<file path="src/rtl/irrigacao_pkg.sv">
// Shared types and defaults for the irrigation controller slice.
package irrigacao_pkg;

    localparam int unsigned LARGURA_PADRAO = 11;

    typedef enum logic [2:0] {
        OCIOSO   = 3'd0,
        CARREGA  = 3'd1,
        IRRIGA   = 3'd2,
        DESCANSO = 3'd3,
        ALARME   = 3'd4,
        PAUSA    = 3'd5
    } estado_t;

    typedef enum logic [1:0] {
        NENHUM = 2'd0,
        ASP    = 2'd1,
        GOT    = 2'd2
    } modo_t;

endpackage

</file>
<file path="src/rtl/contador_regressivo.sv">
// Loadable seconds down-counter with clear, tick-driven decrement that saturates at zero,
// and zero/one flags for phase-end detection.
module contador_regressivo
    import irrigacao_pkg::*;
#(
    parameter int unsigned LARGURA = LARGURA_PADRAO
) (
    input  logic               i_clock,
    input  logic               i_resetN,
    input  logic               i_limpar,
    input  logic               i_carregar,
    input  logic [LARGURA-1:0] i_valor,
    input  logic               i_tick,
    output logic [LARGURA-1:0] o_valor,
    output logic               o_zero,
    output logic               o_um
);

    logic [LARGURA-1:0] r_valor;

    always_ff @(posedge i_clock or negedge i_resetN) begin
        if (!i_resetN) begin
            r_valor <= '0;
        end else if (i_limpar) begin
            r_valor <= '0;
        end else if (i_carregar) begin
            r_valor <= i_valor;
        end else if (i_tick && (r_valor != '0)) begin
            r_valor <= r_valor - 1'b1;
        end
    end

    assign o_valor = r_valor;
    assign o_zero  = (r_valor == '0);
    assign o_um    = (r_valor == {{(LARGURA-1){1'b0}}, 1'b1});

endmodule

</file>
<file path="src/rtl/controlador_irrigacao.sv">
// Irrigation-cycle scheduler: request arbitration, countdown control, valve decode, low-water lockout.
// Optional hold feature enabled by defining PAUSA_EN (adds the pausa port and state PAUSA).
module controlador_irrigacao
    import irrigacao_pkg::*;
#(
    parameter int unsigned TEMPO_ASPERSAO_S    = 360,
    parameter int unsigned TEMPO_GOTEJAMENTO_S = 720,
    parameter int unsigned DESCANSO_S          = 60,
    parameter int unsigned NIVEL_MINIMO        = 1,
    parameter int unsigned LARGURA             = LARGURA_PADRAO
) (
    input  logic               clock,
    input  logic               resetN,
    input  logic               umSegundo,
    input  logic               aspersao,
    input  logic               gotejamento,
    input  logic [2:0]         nivelDagua,
`ifdef PAUSA_EN
    input  logic               pausa,
`endif
    output logic               valvulaAspersao,
    output logic               valvulaGotejamento,
    output logic               carregar,
    output logic               habilitar,
    output logic [LARGURA-1:0] restante,
    output logic [2:0]         estado,
    output logic               alarme,
    output logic               fim
);

    localparam longint unsigned TEMPO_MAX = (64'd1 << LARGURA) - 64'd1;

    if (TEMPO_ASPERSAO_S < 1 || TEMPO_ASPERSAO_S > TEMPO_MAX ||
        TEMPO_GOTEJAMENTO_S < 1 || TEMPO_GOTEJAMENTO_S > TEMPO_MAX ||
        DESCANSO_S < 1 || DESCANSO_S > TEMPO_MAX) begin : g_tempo_invalido
        $error("controlador_irrigacao: times must lie in 1..2^LARGURA-1");
    end

    localparam logic [LARGURA-1:0] T_ASP  = LARGURA'(TEMPO_ASPERSAO_S);
    localparam logic [LARGURA-1:0] T_GOT  = LARGURA'(TEMPO_GOTEJAMENTO_S);
    localparam logic [LARGURA-1:0] T_DESC = LARGURA'(DESCANSO_S);
    localparam logic [3:0]         N_MIN  = 4'(NIVEL_MINIMO);

    estado_t            r_estado, w_prox;
    modo_t              r_modo, w_modo_prox;
    logic               r_valvA, r_valvG, r_carregar, r_habilitar, r_alarme, r_fim;
    logic               w_fim, w_limpar, w_carga, w_tick;
    logic [LARGURA-1:0] w_valor, w_restante;
    logic               w_zero, w_um, w_pausa, w_nivel_baixo, w_pedido, w_pedido_modo;

`ifdef PAUSA_EN
    assign w_pausa = pausa;
`else
    assign w_pausa = 1'b0;
`endif

    assign w_nivel_baixo = ({1'b0, nivelDagua} < N_MIN);
    assign w_pedido      = aspersao | gotejamento;
    assign w_pedido_modo = (r_modo == ASP) ? aspersao : gotejamento;

    contador_regressivo #(.LARGURA(LARGURA)) u_contador (
        .i_clock    (clock),
        .i_resetN   (resetN),
        .i_limpar   (w_limpar),
        .i_carregar (w_carga),
        .i_valor    (w_valor),
        .i_tick     (w_tick),
        .o_valor    (w_restante),
        .o_zero     (w_zero),
        .o_um       (w_um)
    );

    always_comb begin
        w_prox      = r_estado;
        w_modo_prox = r_modo;
        w_limpar    = 1'b0;
        w_carga     = 1'b0;
        w_valor     = '0;
        w_tick      = 1'b0;
        w_fim       = 1'b0;
        case (r_estado)
            CARREGA: begin
                w_carga = 1'b1;
                w_valor = (r_modo == ASP) ? T_ASP : T_GOT;
                w_prox  = IRRIGA;
            end
            IRRIGA: begin
                if (w_nivel_baixo) begin
                    w_limpar = 1'b1;
                    w_prox   = ALARME;
                end else if (!w_pedido_modo) begin
                    w_limpar = 1'b1;
                    w_prox   = OCIOSO;
                end else if (w_pausa) begin
                    w_prox = PAUSA;
                end else if (umSegundo) begin
                    w_tick = 1'b1;
                    if (w_um) begin
                        w_fim  = 1'b1;
                        w_prox = DESCANSO;
                    end
                end
            end
`ifdef PAUSA_EN
            PAUSA: begin
                if (w_nivel_baixo) begin
                    w_limpar = 1'b1;
                    w_prox   = ALARME;
                end else if (!w_pedido_modo) begin
                    w_limpar = 1'b1;
                    w_prox   = OCIOSO;
                end else if (!w_pausa) begin
                    w_prox = IRRIGA;
                end
            end
`endif
            DESCANSO: begin
                // r_fim marks the first rest cycle: the rest time is loaded after restante showed 0
                if (r_fim) begin
                    w_carga = 1'b1;
                    w_valor = T_DESC;
                end else if (w_zero) begin
                    w_prox = OCIOSO;
                end else if (umSegundo) begin
                    w_tick = 1'b1;
                    if (w_um) w_prox = OCIOSO;
                end
            end
            ALARME: begin
                if (!w_nivel_baixo && !w_pedido) w_prox = OCIOSO;
            end
            default: begin
                if (w_pedido && w_nivel_baixo) begin
                    w_prox = ALARME;
                end else if (aspersao) begin
                    w_modo_prox = ASP;
                    w_prox      = CARREGA;
                end else if (gotejamento) begin
                    w_modo_prox = GOT;
                    w_prox      = CARREGA;
                end
            end
        endcase
        if (w_prox == OCIOSO || w_prox == ALARME) w_modo_prox = NENHUM;
    end

    always_ff @(posedge clock or negedge resetN) begin
        if (!resetN) begin
            r_estado    <= OCIOSO;
            r_modo      <= NENHUM;
            r_valvA     <= 1'b0;
            r_valvG     <= 1'b0;
            r_carregar  <= 1'b0;
            r_habilitar <= 1'b0;
            r_alarme    <= 1'b0;
            r_fim       <= 1'b0;
        end else begin
            r_estado    <= w_prox;
            r_modo      <= w_modo_prox;
            r_valvA     <= (w_prox == IRRIGA) && (w_modo_prox == ASP);
            r_valvG     <= (w_prox == IRRIGA) && (w_modo_prox == GOT);
            r_carregar  <= (w_prox == CARREGA);
            r_habilitar <= (w_prox == IRRIGA);
            r_alarme    <= (w_prox == ALARME);
            r_fim       <= w_fim;
        end
    end

    assign valvulaAspersao    = r_valvA;
    assign valvulaGotejamento = r_valvG;
    assign carregar           = r_carregar;
    assign habilitar          = r_habilitar;
    assign restante           = w_restante;
    assign estado             = r_estado;
    assign alarme             = r_alarme;
    assign fim                = r_fim;

endmodule

</file>
<file path="config.mk">
export PLATFORM = sky130hd
export DESIGN_NAME = controlador_irrigacao
export DESIGN_NICKNAME = d
export VERILOG_FILES = /design/src/rtl/irrigacao_pkg.sv /design/src/rtl/contador_regressivo.sv /design/src/rtl/controlador_irrigacao.sv
export SDC_FILE = /design/constraint.sdc
export NUM_CORES = 1
export LEC_CHECK = 0
export ABC_AREA = 1
export CORE_MARGIN = 2
export CORE_UTILIZATION = 30
export CTS_CLUSTER_SIZE = 25
export DETAILED_ROUTE_END_ITERATION = 6
export PLACE_DENSITY = 0.59
export RECOVER_POWER = 50
export SLEW_MARGIN = 20
export SYNTH_ARGS = -nofsm -noshare
export SYNTH_HDL_FRONTEND = slang
export SYNTH_HIERARCHICAL = 1
export SYNTH_SLANG_ARGS = --single-unit
</file>
<file path="constraint.sdc">
create_clock -name clock -period 1.9 [get_ports clock]
set_input_delay 0.475 -clock clock [delete_from_list [all_inputs] [get_ports clock]]
set_output_delay 0.475 -clock clock [all_outputs]
set_load 0.005 [all_outputs]
</file>
==> flow_summary_export.csv, run 1 <==
group,metric,value,unit
status,status,"finished clean",
clocking,cts_buffer_depth,2,
clocking,cts_buffers,3,
worst_setup_path,cpPeakStageDelay,0.42,ns
sta,slew_viol_final,0,
synthesis,ys_top_cells_by_area,"dfrtp_1 35%, nand2_1 15%, nand3_1 9.9%",
clocking,htreeDepth,1,
sta,relSlewSlack,61.8,%
synthesis,synth-xor-area-share,0.559,%
finish,area_delta_synth_final,48.2,%
sta,hold_viol_final,0,
power_and_ir_drop,p_leak,1.17,nW
routing,ant_nets,0,
sta,rsz0062_at_grt,"true",
clocking,cts_tree,"built",
global_routing,grt_max_degree,23,
placement,hpwl,3280,um
worst_setup_path,slowest_stage,"dfrtp_1",
global_routing,gr-total-overflow,0,
power_and_ir_drop,power.switching,1.84,mW
synthesis,synthMuxAreaShare,0.638,%
floorplanning,die_w,76.3,um
sta,setup-tns-final,0,ns
power_and_ir_drop,clock_power_share,11.2,%
synthesis,synth_cell_type_count,34,
worst_setup_path,cp.arrival,2.00,ns
sta,period_share,95.7,%
routing,dr.pass1.iters,4,
placement,gp_congestion,0.839,
hold_path,worstHoldStart,"u_contador/o_valor[7]$_DFFE_PN0P_",
sta,setup_viol,0,
synthesis,synth_compound_area_share,9.66,%
floorplanning,die_y,76.3,um
power_and_ir_drop,ir_drop,695,uV
synthesis,syn_area_per_cell,6.88,um2
worst_setup_path,crit_fanout,4,
hold_path,worstHoldPathType,"reg2reg",
synthesis,synth-simple-area-share,43.8,%
global_routing,antenna_found_initial,0,
clocking,cts-root-buf,"clkbuf_8",
power_and_ir_drop,p_seq_share,19.9,%
power_and_ir_drop,switching_share,45.3,%
synthesis,netlist_area,1570,um2
worst_setup_path,path_cells,"inv_2 -> ha_4 -> nand2_2 -> nor2_4 -> nand2_2 -> inv_1 -> inv_1 -> nand2_2 -> a21o_1 -> nand2_2 -> nor2_4 -> nand2_2 -> and2_4",
routing,totalWireLength,4190,um
synthesis,synth-seq-cells,22,
worst_setup_path,cp-start-kind,"flop",
routing,drtIter0Drc,85,
clocking,clkLatencyLatePin,0.28,ns
finish,final_cell_mix,"60 x nand2_1, 36 x buf_4, 29 x nand3_1",
finish,drive_gt1_share,27.8,%
worst_setup_path,startpoint,"u_contador/o_valor[0]$_DFFE_PN0P_",
synthesis,yosys.area.top_type,"dfrtp_1",
power_and_ir_drop,p_int,2.23,mW
synthesis,syn-instance-count,228,
finish,final_common_cell,"nand2_1",
worst_setup_path,crit_top_cell,"nand2_2",
power_and_ir_drop,power_frac_comb,68.9,%
clocking,hold_buffers,0,
synthesis,yosysWarnings,6,
sta,max_freq,550,MHz
floorplanning,fp-row-count,26,
floorplanning,core,5070,um2
global_routing,gr-usage-all-layers,15.6,%
synthesis,synth_fa_ha_area_share,1.60,%
routing,drcViolationCount,0,
floorplanning,start_util,30.9,%
finish,final_nets,306,
global_routing,first_global_vias,1677,
power_and_ir_drop,power_density,1750,nW/um2
synthesis,synth_top_family_by_area,"simple AND/OR/NAND/NOR gates",
worst_setup_path,cp.required,2.08,ns
routing,viasPerCell,4.54,
synthesis,yosysTopAreaCellShare,35.1,%
power_and_ir_drop,p_total,4.07,mW
sta,tightest_slew,0.573,ns
routing,vias,1658,
global_routing,grt_pass1_wl,7340,um
worst_setup_path,reg2reg_slack,0.08,ns
floorplanning,die_area,5820,um2
placement,io_buffers,27,
synthesis,yosysSeqAreaShare,35.1,%
clocking,clkTransAtPathRegs,0.09,ns
floorplanning,io_pins,28,
run,drv_cap,0,
sta,fin_crit,1.82,ns
worst_setup_path,critPathKind,"reg2reg",
sta,fin_worst_skew,0.0124,ns
worst_setup_path,critPathTopFamily,"simple AND/OR/NAND/NOR gates",
finish,n_antenna_cell,0,
routing,wl_per_cell,11.5,um
worst_setup_path,crit_buf_inv,3,
worst_setup_path,reg2reg_from,"u_contador/o_valor[0]$_DFFE_PN0P_",
clocking,cts_sinks,22,
worst_setup_path,crit_path_end_kind,"flop",
-- through the flow --
step	hold slack (ns)	instance area [um2]	util [%]	instances	setup WS, ns
2_1_floorplan	0.179	1580	-	230	0.0388
3_3_place_gp	0.584	2170	42.8	358	-0.0866
3_5_place_dp	0.575	2170	42.8	358	-0.135
4_1_cts	0.555	2250	44.4	362	0.00318
5_1_grt	0.646	2320	45.8	365	-0.0225
6_report	0.610	2320	45.8	365	0.0817
-- layer usage --
layer	track usage (%)	wire length, um
met5	0	0
met4	4.91	55
met3	3.20	166
met2	28.1	2070
met1	18.5	1900
-- cell usage after synthesis --
| library cell | instances |
|---|---|
| clkbuf_1 | 2 |
| buf_6 | 1 |
| inv_4 | 1 |
| xor2_1 | 1 |
| ha_1 | 2 |
| o21ai_0 | 10 |
| dfrtp_1 | 22 |
| nor2_1 | 22 |
| mux2i_1 | 1 |
| nor3_1 | 1 |
| o211ai_1 | 1 |
| nand3_1 | 31 |
| inv_2 | 4 |
| or2_2 | 1 |
| nand2_4 | 1 |
| nor3_2 | 1 |
| nor2_2 | 3 |
| and2_1 | 1 |
| o22ai_1 | 1 |
| nand4_1 | 1 |
| buf_2 | 1 |
| conb_1 | 1 |
| o21bai_1 | 1 |
| nand2_2 | 7 |
| nor2_4 | 3 |
| a21o_1 | 1 |
| inv_1 | 23 |
| nor2_8 | 1 |
| o21ai_1 | 8 |
| nand3_2 | 3 |
| nand2_1 | 64 |
| nand3_4 | 1 |
| a21oi_1 | 5 |
| a21boi_0 | 1 |
-- cell families after synthesis --
group	after synthesis
adders and majority gates	2
AOI/OAI and AO/OA	28
buffers and inverters	32
other	1
xor gates and xnor gates	1
DFF	22
muxes	1
and+or+nand+nor	141
-- timing repair --
action                     CTS  global route
setup buffers                0             3
hold endpoints to repair     0             0
setup endpoints to repair    3            18
pin swaps                    0             8
resized for setup            3            16
-- worst min-delay path, cell delays in order (launching register included) --
cell and delay [ns]:
dfrtp_1 0.42, nand3_1 0.09, o21ai_1 0.07
-- worst paths after layout --
kind                                                            to  cells after the start
worst max-delay path                           r_modo[0]$_DFF_PN0_                     13
worst min register to register   u_contador/o_valor[7]$_DFFE_PN0P_                      2
worst max register to register                 r_modo[0]$_DFF_PN0_                     13
worst min-delay path             u_contador/o_valor[7]$_DFFE_PN0P_                      2
max in group asynchronous        u_contador/o_valor[8]$_DFFE_PN0P_                      2
min in group asynchronous       u_contador/o_valor[10]$_DFFE_PN0P_                      2
-- power by group through the flow --
stage	sequential, mW	combinational (mW)	clock (mW)
2_1_floorplan	0.856	1.50	0
3_3_place_gp	0.812	2.60	0
3_5_place_dp	0.814	2.63	0
4_1_cts	0.804	2.67	0.472
5_1_grt	0.836	3.14	0.494
6_report	0.808	2.80	0.456
-- area by class of cell --
class | instances | area (um2)
timing repair buffer | 65 | 557
sequential | 22 | 551
inverter | 28 | 108
tap | 70 | 87.6
fill | 549 | 2750
clock inverter | 1 | 30.0
clock buffer | 3 | 41.3
multi-input combinational | 176 | 950
-- sequential cells by signal, indices dropped and copies added (netlist names) --
| signal | cells |
|---|---|
| fim | 1 |
| estado | 3 |
| valvulaGotejamento | 1 |
| habilitar | 1 |
| r_modo | 2 |
| u_contador/o_valor | 11 |
| valvulaAspersao | 1 |
| carregar | 1 |
| alarme | 1 |
No activity file was read; power rests on OpenSTA's default activity.
==> run 2: changes to the inputs <==
--- a/config.mk
+++ b/config.mk
@@ -6,11 +6,15 @@
 export NUM_CORES = 1
 export LEC_CHECK = 0
 export ABC_AREA = 1
+export CELL_PAD_IN_SITES_DETAIL_PLACEMENT = 1
+export CELL_PAD_IN_SITES_GLOBAL_PLACEMENT = 2
 export CORE_MARGIN = 2
-export CORE_UTILIZATION = 30
+export CORE_UTILIZATION = 26
+export CTS_BUF_LIST = sky130_fd_sc_hd__clkbuf_16
 export CTS_CLUSTER_SIZE = 25
 export DETAILED_ROUTE_END_ITERATION = 6
-export PLACE_DENSITY = 0.59
+export MAX_ROUTING_LAYER = met4
+export PLACE_DENSITY = 0.83
 export RECOVER_POWER = 50
 export SLEW_MARGIN = 20
 export SYNTH_ARGS = -nofsm -noshare
==> run 2 against run 1 <==
  * Critical path depth fell by 1
  * Utilization fell by 4.1 points
  * Hold slack improved by 0.042 ns
  * Total power rose by 10%
  * Routed wire length rose by 20%
  * Sequential power barely moved
  * Highest routed layer unchanged
  * First-iteration DRC count fell by 72%
  * Global-route usage rose by 1.1 points
  * Setup slack got worse by 0.010 ns
  * Count of clock-buffer cells in the layout did not move
  * Clock skew fell by 0.0070 ns
==> flow_summary_export.csv, run 2 (same netlist as run 1, synthesis figures left out) <==
group,metric,value,unit
clocking,clkLatencyLatePin,0.26,ns
routing,ant_nets,0,
sta,hold_viol_final,0,
finish,final_area,2450,um2
routing,wl_met3,161,um
finish,final_cell_mix,"59 x nand2_1, 45 x buf_4, 27 x nand3_1",
routing,viasPerCell,4.53,
finish,post-route-util,41.6,%
floorplanning,core,5890,um2
sta,fin_crit,1.83,ns
sta,relSlewSlack,60.8,%
finish,fill_cells,749,
global_routing,antenna_found_initial,0,
sta,period_share,96.2,%
placement,place_ws,-0.177,ns
finish,final_common_cell,"nand2_1",
worst_setup_path,cp-start-kind,"flop",
placement,dp.cells,368,
global_routing,gr-usage-all-layers,16.7,%
clocking,cts_buffers,3,
sta,whs,0.651,ns
floorplanning,fp-row-count,28,
sta,setup-tns-final,0,ns
clocking,cts_sinks,22,
placement,hpwl,3960,um
floorplanning,die_y,81.7,um
clocking,htreeDepth,1,
routing,wl_met2,2570,um
sta,slew_viol_final,0,
clocking,clkTransAtPathRegs,0.06,ns
placement,gp_congestion,0.813,
power_and_ir_drop,ir_drop,588,uV
hold_path,worstHoldPathType,"reg2reg",
sta,max_freq,547,MHz
floorplanning,io_pins,28,
sta,finalWorstSetupSlack,0.0714,ns
routing,top_layer_used,"met4",
finish,drive_gt1_share,31.7,%
worst_setup_path,critPathKind,"reg2reg",
hold_path,worstHoldStart,"r_modo[0]$_DFF_PN0_",
global_routing,grt_pass1_wl,8300,um
routing,dr.pass1.iters,4,
floorplanning,die_area,6670,um2
global_routing,first_global_vias,1778,
routing,wl_per_cell,13.2,um
finish,final_nets,314,
power_and_ir_drop,p_total,4.48,mW
routing,drcViolationCount,0,
run,drv_cap,0,
placement,io_buffers,27,
worst_setup_path,cp.required,2.05,ns
sta,tightest_slew,0.588,ns
worst_setup_path,startpoint,"u_contador/o_valor[2]$_DFFE_PN0P_",
power_and_ir_drop,power_density,1830,nW/um2
routing,wl_met1,2220,um
routing,vias,1711,
finish,final_cells,378,
clocking,cts_buffer_depth,2,
clocking,cts_tree,"built",
status,status,"finished clean",
finish,largest_reg_flops,11,
placement,post_dp_cell_area,2220,um2
global_routing,gr-total-overflow,0,
power_and_ir_drop,p_leak,1.24,nW
sta,setup_viol,0,
routing,drtIter0Drc,24,
clocking,cts-root-buf,"clkbuf_16",
routing,totalWireLength,5010,um
finish,n_antenna_cell,0,
worst_setup_path,crit_fanout,4,
worst_setup_path,crit_path_end_kind,"flop",
worst_setup_path,reg2reg_from,"u_contador/o_valor[2]$_DFFE_PN0P_",
finish,area_delta_synth_final,56.3,%
floorplanning,die_w,81.7,um
sta,fin_worst_skew,0.00540,ns
global_routing,grt_max_degree,23,
sta,rsz0062_at_grt,"true",
worst_setup_path,cp.arrival,1.98,ns
floorplanning,start_util,26.6,%
[run 2: changes by cell type in the layout (fill, tap and decap cells not counted), moves of 2 or more]
cell	previous run	this run
buf_4	36	45
clkbuf_16	0	3
clkbuf_8	3	0
inv_1	21	19
inv_2	6	8
nand2_4	1	3
nand3_1	29	27
nand3_2	5	7
nor2_1	20	18
nor2_2	3	5
[run 2: final timing paths]
kind | end | slack (ns) | cells after the start
worst max register to register | r_modo[0]$_DFF_PN0_ | 0.07 | 12
worst min register to register | valvulaGotejamento$_DFF_PN0_ | 0.65 | 3
min in group asynchronous | u_contador/o_valor[1]$_DFFE_PN0P_ | 0.76 | 2
max in group asynchronous | habilitar$_DFF_PN0_ | 0.75 | 2
worst min-delay path | valvulaGotejamento$_DFF_PN0_ | 0.65 | 3
worst max-delay path | r_modo[0]$_DFF_PN0_ | 0.07 | 12
[run 2: power by group]
group          switching (mW)  internal (mW)
sequential              0.153          0.655
combinational            1.65           1.44
clock                   0.174          0.418
[run 2: per-layer routing]
metal	GRT usage, %	vias up
met5	-	-
met2	29.4	26
met4	4.00	0
met1	20.5	795
met3	1.76	6
li1	-	884
[run 2: critical path: stages (launching register included)]
cell     delay [ns]
dfrtp_1        0.41
nor2_4         0.20
nand2_4        0.08
nor2_4         0.12
nand2_2        0.08
inv_2          0.07
inv_2          0.03
nand2_2        0.07
a21o_1         0.18
nand2_2        0.09
nor2_4         0.15
nand2_4        0.09
and2_4         0.14
[run 2: repair_timing]
action                     CTS  global route
buffers inserted             2             4
pin swaps                    7            15
hold buffers                 0             0
setup endpoints to repair   18            19
resized for setup            9            18
[run 2: layout make-up]
type | instances | area (um2) | area share (%)
sequential | 22 | 551 | 22.5
inverter | 28 | 108 | 4.39
tap | 75 | 93.8 | 3.83
multi-input combinational | 176 | 981 | 40.0
clock inverter | 1 | 30.0 | 1.23
timing repair buffer | 73 | 613 | 25.0
clock buffer | 3 | 75.1 | 3.06
